[config.mk]
export PLATFORM = sky130hd
export DESIGN_NAME = srl16
export DESIGN_NICKNAME = d
export VERILOG_FILES = /design/src/rtl/srl16.sv
export SDC_FILE = /design/constraint.sdc
export NUM_CORES = 1
export LEC_CHECK = 0
export ABC_AREA = 1
export CORE_ASPECT_RATIO = 0.7
export CORE_MARGIN = 5
export CORE_UTILIZATION = 33
export CTS_BUF_LIST = sky130_fd_sc_hd__clkbuf_4
export DETAILED_ROUTE_END_ITERATION = 6
export PLACE_DENSITY = 0.58
export SLEW_MARGIN = 20
export SYNTH_ARGS = -nofsm -noshare
export SYNTH_HDL_FRONTEND = slang
export SYNTH_SLANG_ARGS = --single-unit
[constraint.sdc]
create_clock -name CLK -period 1.6 [get_ports CLK]
set_input_delay 0.32 -clock CLK [delete_from_list [all_inputs] [get_ports CLK]]
set_output_delay 0.32 -clock CLK [all_outputs]
set_load 0.02 [all_outputs]
[src/rtl/srl16.sv]
// Addressable 16-stage shift register with a combinational output tap.
// INVERT selects the active clock edge (0: rising, 1: falling).
module srl16 #(
   parameter logic [15:0] INIT   = 16'h0000,
   parameter bit          INVERT = 1'b0
) (
   input  logic       CLK,
   input  logic       RST,
   input  logic       D,
   input  logic [3:0] A,
   output logic       Q
);

   // Declaration initialiser provides the power-up contents without a clock edge.
   logic [15:0] data_q = INIT;
   logic [15:0] data_d;

   always_comb begin
      data_d = data_q;
      if (RST) begin
         data_d = INIT;
      end else begin
         data_d = {data_q[14:0], D};
      end
   end

   generate
      if (INVERT) begin : g_fall
         always_ff @(negedge CLK) begin
            data_q <= data_d;
         end
      end else begin : g_rise
         always_ff @(posedge CLK) begin
            data_q <= data_d;
         end
      end
   endgenerate

   always_comb begin
      Q = data_q[A];
   end

endmodule

==> flow_metrics.env <==
export IMPL_gp_congestion=0.755
export IMPL_instances_no_fill=122
export IMPL_swShare=0.237
export IMPL_crit_end="Q"
export IMPL_r2r_setup_slack_ns=1.07
export IMPL_drt_total_wl_um=1070
export IMPL_final_core_util=0.437
export IMPL_ir_worst_vdd_v=0.000497
export IMPL_seq_area_frac_synth=0.493
export IMPL_path_cells="dlygate4sd2_1 -> inv_1 -> nand3_1 -> nand3_2 -> nand3_1 -> nand2_1 -> buf_4"
export IMPL_pwr_share_comb=0.128
export IMPL_multi_input_area_um2=221
export IMPL_final_setup_skew_ns=0.000741
export IMPL_r2r_end="data_q[1]"
export IMPL_first_pass_iters=4
export IMPL_remaining_drc_errors=0
export IMPL_path_depth=7
export IMPL_nets=108
export IMPL_clockRootBuffer="clkbuf_4"
export IMPL_place_worst_setup_slack_ns=-0.672
export IMPL_syn_inst=87
export IMPL_drt_iter0_drc=8
export IMPL_die_area_um2=2970
export IMPL_grt_first_pass_wirelength_um=1860
export IMPL_first_global_vias=447
export IMPL_cp_max_fo=4
export IMPL_start_util=0.347
export IMPL_crit_slowest_cell="dlygate4sd2_1"
export IMPL_p_seq_frac=0.572
export IMPL_nFillCells=208
export IMPL_chipHeight_um=47.1
export IMPL_cp_start_kind="input pin"
export IMPL_intPower_mw=0.537
export IMPL_fp_row_count=13
export IMPL_fin_crit_sh=0.916
export IMPL_cap_violations=0
export IMPL_syn_to_final_growth_pct=26.0
export IMPL_postSynthAreaPerCell_um2=7.46
export IMPL_r2r_start="data_q[0]"
export IMPL_dp_hpwl_um=824
export IMPL_syn_area_um2=649
export IMPL_worst_slack_ns=0.135
export IMPL_r2r_cells=2
export IMPL_wl_per_cell_um=8.80
export IMPL_grt_max_degree=17
export IMPL_end_kind="output port"
export IMPL_dieWidth_um=63.0
export IMPL_antenna_left=0
export IMPL_status="completed"
export IMPL_core_um2=1870
export IMPL_rsz0062_at_grt="false"
export IMPL_slew_viol_final=0
export IMPL_cts_tree="built"
export IMPL_top_register="data_q"
export IMPL_worstMarginPinSlew_ns=0.153
export IMPL_synth_nets=94
export IMPL_final_min_clock_period_ns=1.47
export IMPL_mostFrequentLayoutCell="inv_1"
export IMPL_grt_total_usage=0.0826
export IMPL_critPathLaunch="A[1]"
export IMPL_clock_path_buffers=2
export IMPL_p_leak_nw=0.390
export IMPL_dp_cells=117
export IMPL_power_net_switching_mw=0.167
export IMPL_crit_type="in -> out"
export IMPL_finalSetupTns_ns=0
export IMPL_layout_area_seq_um2=320
export IMPL_cts_buffers_inserted=3
export IMPL_setup_viol=0
export IMPL_io_pins=8
export IMPL_clk_pin_slew_worst_paths_ns=0.09
export IMPL_synth_cell_type_count=11
export IMPL_vias=508
export IMPL_whs_ns=0.434
export IMPL_gr_total_overflow=0
export IMPL_synth_warnings=0
export IMPL_max_stage_delay_ns=0.25
export IMPL_synth_seq_cells=16
export IMPL_powerDensity_nw_per_um2=861
export IMPL_cts_hold_buffers_added=0
export IMPL_worst_skew_pair_late_latency_ns=0.28
export IMPL_final_cell_mix="inv_1 (18), nor2_1 (16), dfxtp_1 (16), nand2_1 (12), nand3_1 (11)"
export IMPL_largest_reg_flops=16
export IMPL_fmax_mhz=682
export IMPL_portBuffers=7
export IMPL_cp_common_cell="nand3_1"
export IMPL_hold_viol=0
export IMPL_cp_data_required_time_ns=1.28
export IMPL_avgViaCountPerCell=4.16
export IMPL_diodes=0
export IMPL_cp_arrival_ns=1.15
export IMPL_min_path_type="reg -> reg"
export IMPL_cts_sinks=16
export IMPL_antenna_found_initial=0
export IMPL_top_regs="data_q x16"
export IMPL_path_buf_inv=3
export IMPL_cts_htree_levels=1
export IMPL_p_clk_frac=0.301
export IMPL_slew_headroom=0.898
export IMPL_drive_gt1_frac=0.210
export IMPL_cp_top_family="buffers and inverters"
worst min-delay path: cells and delay by family (launching register included):
family	cells	cell delay [ns]
DFF	1	0.30
and+or+nand+nor	1	0.04
buffers and inverters	1	0.06
worst min-delay path by stage:
stage,start,to,slack (ns),cells after the start
2_1_floorplan,data_q[9],data_q[10],0.41,2
3_3_place_gp,data_q[9],data_q[10],0.42,2
3_5_place_dp,data_q[6],data_q[7],0.43,2
4_1_cts,data_q[6],data_q[7],0.44,2
5_1_grt,data_q[6],data_q[7],0.45,2
6_report,data_q[7],data_q[8],0.43,2
cell families after synthesis:
| family | after synthesis | share of synthesized area |
|---|---|---|
| DFF | 16 | 0.493 |
| and+or+nand+nor | 47 | 0.341 |
| buffers and inverters | 24 | 0.166 |
per-stage QoR:
step,instance area [um^2],power (mW)
2_1_floorplan,649,0.462
3_3_place_gp,768,0.498
3_5_place_dp,768,0.499
4_1_cts,790,0.714
5_1_grt,818,0.753
6_report,818,0.704
final cells by class:
class | instances | area share
Sequential cell | 16 | 0.391
Multi-Input combinational cell | 47 | 0.271
Timing Repair Buffer | 12 | 0.161
Inverter | 21 | 0.112
Tap cell | 22 | 0.0336
Clock buffer | 3 | 0.0275
Clock inverter | 1 | 0.00459
power groups by stage:
| stage | logic, mW | registers [mW] | clock network, mW |
|---|---|---|---|
| 2_1_floorplan | 0.0497 | 0.412 | 0 |
| 3_3_place_gp | 0.0864 | 0.412 | 0 |
| 3_5_place_dp | 0.0871 | 0.412 | 0 |
| 4_1_cts | 0.0846 | 0.403 | 0.226 |
| 5_1_grt | 0.100 | 0.403 | 0.250 |
| 6_report | 0.0898 | 0.403 | 0.212 |
what timing repair did:
item	4_1_cts	5_1_grt
pin swaps	0	1
cloned	0	1
setup endpoints to repair	1	1
resized for setup	7	4
setup buffers	0	0
Yosys cell counts, drive strengths merged:
master   n  area (um^2)
inv     21         86.3
dfxtp   16          320
nor2    16         60.1
nand3   14         85.1
buf      3         21.3
nand2   17         76.3
per-layer routing:
layer	share of wire	vias to the layer above	GRT usage
met5	0	-	0
met4	0.0075	0	0.0381
met3	0.063	2	0.0455
met2	0.44	6	0.121
met1	0.49	221	0.101
li1	-	279	-
Power figures use the tool's default switching activity.
